### config.mk
export PLATFORM = sky130hd
export DESIGN_NAME = mdc_sched
export DESIGN_NICKNAME = d
export VERILOG_FILES = /design/src/rtl/mdc_pkg.sv /design/src/rtl/mdc_rr_arb.sv /design/src/rtl/mdc_sched.sv
export SDC_FILE = /design/constraint.sdc
export NUM_CORES = 1
export LEC_CHECK = 0
export BUFFER_PORTS_ARGS = -buffer_cell sky130_fd_sc_hd__buf_2
export CAP_MARGIN = 30
export CORE_MARGIN = 5
export CORE_UTILIZATION = 35
export CTS_CLUSTER_DIAMETER = 40
export CTS_CLUSTER_SIZE = 24
export DETAILED_ROUTE_END_ITERATION = 8
export HOLD_SLACK_MARGIN = 0.1
export PLACE_DENSITY = 0.65
export SYNTH_ARGS = -nofsm -noshare
export SYNTH_HDL_FRONTEND = slang
export SYNTH_SLANG_ARGS = --single-unit
### constraint.sdc
create_clock -name clk -period 3.6 [get_ports clk]
set_input_delay 1.08 -clock clk [delete_from_list [all_inputs] [get_ports clk]]
set_output_delay 1.08 -clock clk [all_outputs]
set_load 0.02 [all_outputs]
### src/rtl/mdc_pkg.sv
// Shared types and default sizing for the round-robin GCD scheduler.
package mdc_pkg;

  localparam int unsigned NReqDefault = 4;
  localparam int unsigned WDefault    = 8;

  typedef enum logic [1:0] {
    StIdle,
    StCalc,
    StDone
  } mdc_state_e;

endpackage

### src/rtl/mdc_rr_arb.sv
// Combinational round-robin arbiter: first valid request at or above ptr, wrapping to 0.
module mdc_rr_arb #(
  parameter int unsigned N_REQ = 4,
  localparam int unsigned IW   = $clog2(N_REQ)
) (
  input  logic [N_REQ-1:0] req_valid,
  input  logic [IW-1:0]    ptr,
  output logic [N_REQ-1:0] gnt,
  output logic [IW-1:0]    gnt_idx,
  output logic             gnt_valid
);

  always_comb begin
    int unsigned idx;
    idx       = 0;
    gnt       = '0;
    gnt_idx   = '0;
    gnt_valid = 1'b0;
    for (int unsigned off = 0; off < N_REQ; off++) begin
      idx = (32'(ptr) + off) % N_REQ;
      if (!gnt_valid && req_valid[idx]) begin
        gnt_valid = 1'b1;
        gnt[idx]  = 1'b1;
        gnt_idx   = IW'(idx);
      end
    end
  end

endmodule

### src/rtl/mdc_sched.sv
// GCD engine shared by N_REQ requesters; subtractive Euclid, one step per cycle.
module mdc_sched
  import mdc_pkg::*;
#(
  parameter int unsigned N_REQ = NReqDefault,
  parameter int unsigned W     = WDefault
) (
  input  logic                     clk,
  input  logic                     rst,
  input  logic [N_REQ-1:0]         req_valid,
  output logic [N_REQ-1:0]         req_ready,
  input  logic [N_REQ*W-1:0]       req_x,
  input  logic [N_REQ*W-1:0]       req_y,
  output logic                     rsp_valid,
  output logic [$clog2(N_REQ)-1:0] rsp_id,
  output logic [W-1:0]             rsp_mdc,
  input  logic                     rsp_ready,
  output logic                     busy
);

  localparam int unsigned IW = $clog2(N_REQ);

  mdc_state_e     state_q, state_d;
  logic [W-1:0]   x_q, x_d;
  logic [W-1:0]   y_q, y_d;
  logic [W-1:0]   result_q, result_d;
  logic [IW-1:0]  id_q, id_d;
  logic [IW-1:0]  ptr_q, ptr_d;

  logic [N_REQ-1:0] gnt;
  logic [IW-1:0]    gnt_idx;
  logic             gnt_valid;

  mdc_rr_arb #(
    .N_REQ(N_REQ)
  ) u_arb (
    .req_valid(req_valid),
    .ptr      (ptr_q),
    .gnt      (gnt),
    .gnt_idx  (gnt_idx),
    .gnt_valid(gnt_valid)
  );

  always_ff @(posedge clk) begin
    if (rst) begin
      state_q  <= StIdle;
      x_q      <= '0;
      y_q      <= '0;
      result_q <= '0;
      id_q     <= '0;
      ptr_q    <= '0;
    end else begin
      state_q  <= state_d;
      x_q      <= x_d;
      y_q      <= y_d;
      result_q <= result_d;
      id_q     <= id_d;
      ptr_q    <= ptr_d;
    end
  end

  always_comb begin
    state_d  = state_q;
    x_d      = x_q;
    y_d      = y_q;
    result_d = result_q;
    id_d     = id_q;
    ptr_d    = ptr_q;
    unique case (state_q)
      StIdle: begin
        // A grant from the arbiter is the handshake: it only fires on a valid bit.
        if (gnt_valid) begin
          x_d     = req_x[32'(gnt_idx) * W +: W];
          y_d     = req_y[32'(gnt_idx) * W +: W];
          id_d    = gnt_idx;
          ptr_d   = (gnt_idx == IW'(N_REQ - 1)) ? '0 : gnt_idx + IW'(1);
          state_d = StCalc;
        end
      end
      StCalc: begin
        if (x_q == '0 || y_q == '0) begin
          result_d = x_q | y_q;
          state_d  = StDone;
        end else if (x_q == y_q) begin
          result_d = x_q;
          state_d  = StDone;
        end else if (x_q < y_q) begin
          y_d = y_q - x_q;
        end else begin
          x_d = x_q - y_q;
        end
      end
      StDone: begin
        if (rsp_ready) state_d = StIdle;
      end
      default: state_d = StIdle;
    endcase
  end

  always_comb begin
    req_ready = (state_q == StIdle && !rst) ? gnt : '0;
    rsp_valid = (state_q == StDone);
    busy      = (state_q != StIdle);
    rsp_id    = id_q;
    rsp_mdc   = result_q;
  end

endmodule
Word-level counts from Yosys, hierarchy flattened
Cells that the tools add are included.
{ "word_totals": {"register_bits": 30, "inputBits": 71, "output_inout_bits": 16, "elab_cells": 109} }
{ "classes": {"add_sub_neg": 6, "n_lt_le_gt_ge": 9, "eq_ne": 11, "shift": 2, "n_mux": 47, "bitwise": 4, "n_reduce_logical": 24} }
{ "ops": {"columns": ["op", "count"], "rows": [
  ["two-way mux 8 bit", 10],
  ["variable part select 32 x 6 -> 8 bit", 2],
  ["case mux 8 bit (2 select lines)", 2],
  ["two-way mux 4 bit", 5],
  ["two-way mux 2 bit", 9],
  ["zero test 8 bit", 2],
  ["subtractor 8 bit", 2],
  ["less-than comparator 2 x 3 -> 1 bit, second input constant", 4],
  ["two-way mux 1 bit", 12],
  ["bitwise OR 4 bit", 3],
  ["!= test 2 bit, second input constant", 5],
  ["AND reduction 5 bit", 2],
  ["binary-select mux 1 bit (select 2 bit)", 4],
  ["demux 1 bit (select 2 bit)", 4],
  ["== test 8 bit", 1],
  [">= comparator 2 x 1 -> 1 bit, second input constant", 4],
  ["logical AND 1 bit", 8],
  ["less-than comparator 8 bit", 1],
  ["bitwise OR 8 bit", 1],
  ["case mux 2 bit (3 select lines)", 1],
  ["nonzero test 2 bit", 3],
  ["adder 2 x 1 -> 2 bit, second input constant", 2],
  ["adder 2 bit, second input constant", 2],
  ["== test 2 bit, second input constant", 2],
  ["8 further kinds", 12]
]} }

Logic depth before layout (Yosys ltp)
Gate-level depths: netlist of the first run.
{ "depth": {"ltp_word": 15, "ltp_mapped": 13} }

Cells and area by module
From an unflattened synthesis of the first run, not the netlist that was laid out.
{ "hier_totals": {"hier_cells": 347, "area_unflattened_um2": 2999.1} }
{ "by_module_without_submodules": {"columns": ["mod", "n_inst", "cells_per_inst", "area_per_inst_um2", "seq_area_each_um2"], "rows": [
  ["mdc_sched", 1, 302, 2580.0, 600.6],
  ["mdc_rr_arb", 1, 45, 419.2, 0.0]
]} }

Worst setup path before layout of the first run
OpenSTA, ideal clock, no wires.
{ "synth_path": {"kind": "input -> output", "start": "in req_valid[3]", "end": "out req_ready[0]", "arrival_time_ns": 2.582, "t_required_ns": 2.520, "path_slack_ns": -0.062, "stages": 8, "path_cell_list": "buf_2 mux2i_1 mux2i_2 a211oi_1 a22oi_1 nor2_1 a221oi_1 nor2_1"} }
{ "synth_via": {"elab_chain_cells": 13, "word_cells_on_any_way": 25, "cone_classes": "16 x mux; 3 x bitwise; 6 x reduce/logical"} }
{ "synth_rtl": {"columns": ["item", "line_no", "text"], "rows": [
  ["start: declaration", "mdc_sched.sv:10", "input logic [N_REQ-1:0] req_valid,"],
  ["binary-select mux 1 bit (select 2 bit)", "mdc_rr_arb.sv:21", "if (!gnt_valid && req_valid[idx]) begin"],
  ["two-way mux 1 bit (implied by the code)", "mdc_rr_arb.sv:21", null],
  ["two-way mux 1 bit", "mdc_rr_arb.sv:21", null],
  ["zero test 1 bit", "mdc_rr_arb.sv:21", null],
  ["logical AND 1 bit", "mdc_rr_arb.sv:21", null],
  ["two-way mux 1 bit", "mdc_rr_arb.sv:21", null],
  ["zero test 1 bit", "mdc_rr_arb.sv:21", null],
  ["logical AND 1 bit", "mdc_rr_arb.sv:21", null],
  ["two-way mux 1 bit", "mdc_rr_arb.sv:21", null],
  ["zero test 1 bit", "mdc_rr_arb.sv:21", null],
  ["logical AND 1 bit", "mdc_rr_arb.sv:21", null],
  ["two-way mux 4 bit *", "mdc_rr_arb.sv:21", null],
  ["two-way mux 4 bit *", "mdc_sched.sv:101", "req_ready = (state_q == StIdle && !rst) ? gnt : '0;"],
  ["end: declaration", "mdc_sched.sv:11", "output logic [N_REQ-1:0] req_ready,"]
]} }
Every way passes the cells marked *; elsewhere a longest branch is shown, timed or not. The select of a mux whose other input is x is not followed.

Final worst setup path of the first run
{ "layout_path": {"start": "in req_valid[2]", "end": "out req_ready[1]"} }
Same word-level chain as after synthesis.

==> out/metrics.yaml, run 1 <==
sta:
  worst_pin_slew_ns: 0.874
  slew_headroom: 0.414
  finalClockSkew_ns: 0.00532
  min_period_over_period: 0.978
  max_freq_ghz: 0.284
  slew_violations: 0
  fin_crit_ns: 3.52
  rsz0062_at_grt: "yes"
  finalSetupTns_ns: 0
  setup_viol: 0
  hold_viol: 0
global_routing:
  grt_pass1_vias: 3140
  grt_pass1_wl_um: 15600
  grt_max_degree: 28
  grt_usage: 0.169
  overflow: 0
  grt_antenna_before_repair: 0
placement:
  io_buffers: 86
  place.gp.congestion: 0.874
  place_hpwl_um: 7650
  dp_cells: 574
power:
  power_density_mw_per_mm2: 1040
  switching_share: 0.510
  p_int_w: 0.00199
  power.total_w: 0.00407
  clockPowerShare: 0.071
  pwr-share-seq: 0.141
  p_comb_frac: 0.788
  power_switching_w: 0.00208
  ir_drop_mv: 0.313
  p_leak_nw: 1.76
logic_synthesis:
  synth_area_sq_mm: 0.00317
  syn_inst: 387
  synth_cell_types: 60
  synth_warnings: 0
  ys_seq_elements: 30
  synth_enable_flop_cells: 0
  synth_flop_cell: "dfxtp_1"
  async_flop_share: 0
  synth_nets: 490
  syn_area_per_cell_sq_um: 8.19
  yosysSeqAreaShare: 0.189
final_layout:
  fin_util: 0.444
  antenna_cells: 0
  area_growth_pct: 22.9
  ff_latch_area_sq_um: 601
  fillers: 880
  drive_gt1_frac: 0.325
  fin_nets: 576
  stdcell_count: 582
  layout_commonest_cell: "buf_2"
  layout_common_cells: "86 x buf_2, 35 x a21oi_1, 30 x dfxtp_1"
  multi_input_area_sq_mm: 0.00240
die:
  ios: 87
  die_x_um: 105
  die-height_um: 105
  rows: 34
  start_util: 0.362
  core-area_sq_mm: 0.00876
  dieArea_sq_mm: 0.0111
setup_path:
  slowest_delay_ns: 0.28
  crit_slowest_cell: "a221oi_1"
  start_kind: "primary input"
  path_cells: "buf_2, mux2i_1, mux2i_2, buf_4, a22oi_1, nor2_1, a221oi_1, nor2_2, buf_2"
  crit_fanout: 12
  crit_top_cell: "buf_2"
  endpoint_kind: "primary output"
  arrival_ns: 2.44
  critPathRequiredTime_ns: 2.52
  crit_type: "in2out"
clock_network:
  tritoncts: "done"
  postCtsSetupBuffers: 0
  htreeDepth: 2
  cts.sinks: 30
  cts_root_buf: "clkbuf_8"
  insertion_delay_ns: 0.28
  cts_buffer_depth: 2
  clkSlewWorstSetupHoldPaths_ns: 0.07
  cts_made_buffers: 5
  cts_hold_buf: 0
hold_path:
  hold_class: "reg2reg"
outcome:
  status: "complete, no violations"
detailed_routing:
  drt_iter0_drc: 194
  routed_wl_um: 9570
  wl_per_cell_um: 16.4
  drc: 0
  ant_nets: 0
  via_per_inst: 5.53
  num_vias: 3216
  first_pass_iters: 4
job:
  timing.max_cap.violations: 0
[synth_stat cells, types with 3 or more instances]
cell type / count / area share
a21oi_1: 35 / 0.055
nor2_1: 32 / 0.038
dfxtp_1: 30 / 0.19
ha_1: 30 / 0.12
inv_1: 28 / 0.033
mux2i_1: 25 / 0.079
nand2_1: 25 / 0.030
a211oi_1: 9 / 0.021
a22oi_1: 9 / 0.021
mux2_2: 9 / 0.032
o21ai_0: 9 / 0.014
a221oi_1: 8 / 0.022
clkbuf_1: 8 / 0.0095
nor4_1: 8 / 0.016
xnor2_1: 8 / 0.022
buf_2: 7 / 0.011
o211ai_1: 7 / 0.017
nor3_1: 6 / 0.0095
o22ai_1: 6 / 0.012
a31oi_1: 5 / 0.0099
buf_4: 5 / 0.012
nor2b_1: 5 / 0.0099
o21bai_1: 5 / 0.012
o221a_2: 4 / 0.014
or2_2: 4 / 0.0079
xor2_1: 4 / 0.011
buf_6: 3 / 0.011
nand2b_1: 3 / 0.0059
nand4_1: 3 / 0.0059
nor3_2: 3 / 0.0095
o221ai_1: 3 / 0.0083
or3_1: 3 / 0.0059
[timing repair]
item	CTS	global route
endpoints found under the setup margin	4	4
pin swaps	0	1
resized for setup	2	6
[per-layer routing]
| metal | up-vias | part of all wire | track usage |
|---|---|---|---|
| met4 | 0 | 0.013 | 0.0429 |
| met2 | 94 | 0.48 | 0.283 |
| li1 | 1608 | - | - |
| met5 | - | 0 | 0 |
| met3 | 11 | 0.055 | 0.0296 |
| met1 | 1503 | 0.46 | 0.226 |
[critical path, delay by kind of cell]
kind / cells / cell delay (ns)
compound gates: 2 / 0.45
buf+inv: 3 / 0.48
mux: 2 / 0.31
simple gates: 2 / 0.10
[flip-flops by register name, summed over array words and instances, names as in the netlist]
| signal | flops |
|---|---|
| x_q | 8 |
| y_q | 8 |
| rsp_mdc | 8 |
| rsp_id | 2 |
| state_q | 2 |
| ptr_q | 2 |
[per-stage QoR]
stage	setup slack, ns	hold slack, ns	area, sq um
3_3_place_gp	0.0300	0.443	3750
2_1_floorplan	0.0191	0.500	3180
3_5_place_dp	-0.105	0.445	3750
6_report	0.0801	0.450	3890
5_1_grt	-0.00988	0.480	3890
4_1_cts	0.00570	0.455	3850
[final timing paths]
kind                            slack [ns]         start            to  depth (start not counted)
worst min-delay path                  0.45    rsp_mdc[1]    rsp_mdc[1]                          2
worst max-delay path                  0.08  req_valid[2]  req_ready[1]                          9
worst min register to register        0.45    rsp_mdc[1]    rsp_mdc[1]                          2
worst max register to register        0.53        x_q[0]        x_q[4]                         11
[area by class of cell]
class,instances,share of cell area
multi-input cells,304,0.615
flip-flops and latches,30,0.154
repair buffers,104,0.145
well taps,108,0.0347
inverters,28,0.0270
clock buffers,7,0.0222
clock inverters,1,0.00129
[power groups by stage]
stage	logic (W)	registers, W	clock network, W
3_3_place_gp	0.00304	0.000579	0
3_5_place_dp	0.00310	0.000581	0
4_1_cts	0.00313	0.000574	0.000295
2_1_floorplan	0.00231	0.000597	0
6_report	0.00321	0.000576	0.000288
5_1_grt	0.00352	0.000591	0.000310
[cell families after synthesis]
kind of cell | after synthesis | synth area share
buf+inv | 53 | 0.0790
compound gates | 118 | 0.262
xor+xnor | 12 | 0.0332
mux | 39 | 0.137
flops | 30 | 0.189
fa+ha+maj | 32 | 0.131
simple gates | 103 | 0.169
No activity file was read; power rests on OpenSTA's default activity.
==> run 2, diff against run 1 <==
--- a/config.mk
+++ b/config.mk
@@ -12,6 +12,7 @@
 export CTS_CLUSTER_DIAMETER = 40
 export CTS_CLUSTER_SIZE = 24
 export DETAILED_ROUTE_END_ITERATION = 8
+export GPL_TIMING_DRIVEN = 0
 export HOLD_SLACK_MARGIN = 0.1
 export PLACE_DENSITY = 0.65
 export SYNTH_ARGS = -nofsm -noshare
==> out/metrics.yaml, run 2 (same netlist as run 1, synthesis figures left out) <==
final_layout:
  stdcell_count: 607
  fillers: 873
  fin_util: 0.474
  ff_latch_area_sq_um: 608
  multi_input_area_sq_mm: 0.00242
  area_growth_pct: 31.0
  antenna_cells: 0
  layout_commonest_cell: "buf_2"
  drive_gt1_frac: 0.359
  fin_nets: 601
  layout_common_cells: "84 x buf_2, 35 x a21oi_1, 29 x ha_1"
detailed_routing:
  num_vias: 3340
  ant_nets: 0
  via_per_inst: 5.50
  drc: 0
  routed_wl_um: 10400
  first_pass_iters: 5
  drt_iter0_drc: 167
  wl_per_cell_um: 17.1
hold_path:
  hp-start: "rsp_mdc[3]"
  hold_path_depth: 2
  hold_class: "reg2reg"
  holdPathEnd: "rsp_mdc[3]"
placement:
  dp_cells: 579
  place_hpwl_um: 7910
  place_ws_ns: -0.443
  place.gp.congestion: 0.882
  io_buffers: 84
setup_path:
  timing.rr.end: "y_q[4]"
  crit_type: "in2out"
  crit_fanout: 8
  worstReg2RegStart: "x_q[2]"
  endpoint_kind: "primary output"
  r2r_cells: 9
  ff2ff_setup_slack_ns: 0.42
  start_kind: "primary input"
  arrival_ns: 2.50
  critPathRequiredTime_ns: 2.52
power:
  power_density_mw_per_mm2: 1050
  ir_drop_mv: 0.337
  p_leak_nw: 1.86
  power.total_w: 0.00435
die:
  core-area_sq_mm: 0.00876
  ios: 87
  rows: 34
  start_util: 0.362
  die_x_um: 105
  dieArea_sq_mm: 0.0111
  die-height_um: 105
global_routing:
  grt_usage: 0.179
  grt_pass1_vias: 3211
  grt_pass1_wl_um: 16300
  grt_antenna_before_repair: 0
  grt_max_degree: 11
  overflow: 0
clock_network:
  cts_root_buf: "clkbuf_8"
  cts.sinks: 30
  clkSlewWorstSetupHoldPaths_ns: 0.07
  cts_buffer_depth: 2
  cts_hold_buf: 0
  tritoncts: "done"
  htreeDepth: 2
  cts_made_buffers: 5
  insertion_delay_ns: 0.29
sta:
  slew_headroom: 0.333
  slew_violations: 0
  setup_viol: 0
  setup_slack_ns: 0.0185
  finalClockSkew_ns: 0.00919
  min_period_over_period: 0.995
  rsz0062_at_grt: "yes"
  max_freq_ghz: 0.279
  fin_crit_ns: 3.58
  worst_pin_slew_ns: 0.996
  hold_viol: 0
job:
  timing.max_cap.violations: 0
outcome:
  status: "complete, no violations"
==> run 2: cell types whose count changed in the layout (fill, tap and decap cells not counted), sizes merged <==
cell | before | now
clkbuf | 7 | 13
clkinvlp | 0 | 3
inv | 28 | 26
buf | 104 | 122
==> run 2: metal layers <==
metal / up-vias / global-route usage / share of wire
met1: 1547 / 0.240 / 0.44
met2: 128 / 0.300 / 0.48
li1: 1649 / - / -
met3: 16 / 0.0314 / 0.067
met4: 0 / 0.0365 / 0.014
met5: - / 0 / 0
==> run 2: power by group <==
group	switching, W	internal, W	leakage, nW
logic	0.00194	0.00153	1.57
registers	0.000121	0.000468	0.249
clock network	0.000142	0.000154	0.0472
total	0.00221	0.00215	1.86
==> run 2: area by class of cell <==
| class | instances | area share |
|---|---|---|
| Clock inverter | 2 | 0.00301 |
| Timing Repair Buffer | 107 | 0.153 |
| Clock buffer | 6 | 0.0199 |
| Multi-Input combinational cell | 304 | 0.584 |
| Tap cell | 108 | 0.0326 |
| Inverter | 28 | 0.0271 |
| Sequential cell | 30 | 0.147 |
| Buffer | 22 | 0.0341 |
==> run 2: timing repair <==
item                       in CTS  in global routing
setup buffers                   7                 14
cloned                          0                  2
hold endpoints to repair        0                  0
gates resized for setup        25                 20
pin swaps                       2                  5
setup endpoints to repair       4                  4
==> run 2: worst max-delay path by stage <==
stage	cells past startpoint	startpoint	to	slack [ns]
global placement	12	ptr_q[1]	req_ready[1]	-0.38
CTS	10	req_valid[2]	req_ready[3]	0.01
finish	10	req_valid[3]	req_ready[2]	0.02
global route	10	ptr_q[1]	req_ready[2]	-0.07
floorplan	8	req_valid[3]	req_ready[0]	0.02
detailed placement	12	ptr_q[1]	req_ready[3]	-0.44
==> run 2: critical path, cell delays in order <==
cell and delay (ns):
buf_6 0.09, buf_6 0.12, mux2i_4 0.19, mux2i_4 0.12
a211oi_4 0.30, a22oi_1 0.13, nor2_1 0.15, a221oi_2 0.05
nor2_2 0.13, buf_6 0.13
==> run 2: metrics by stage <==
stage | TNS [ns] | instance area (sq um) | hold WS [ns]
after floorplan | 0 | 3180 | 0.500
after global placement | -1.51 | 3730 | 0.443
after detailed placement | -1.74 | 3730 | 0.444
after CTS | 0 | 3990 | 0.453
after global routing | -0.153 | 4150 | 0.478
final | 0 | 4150 | 0.450
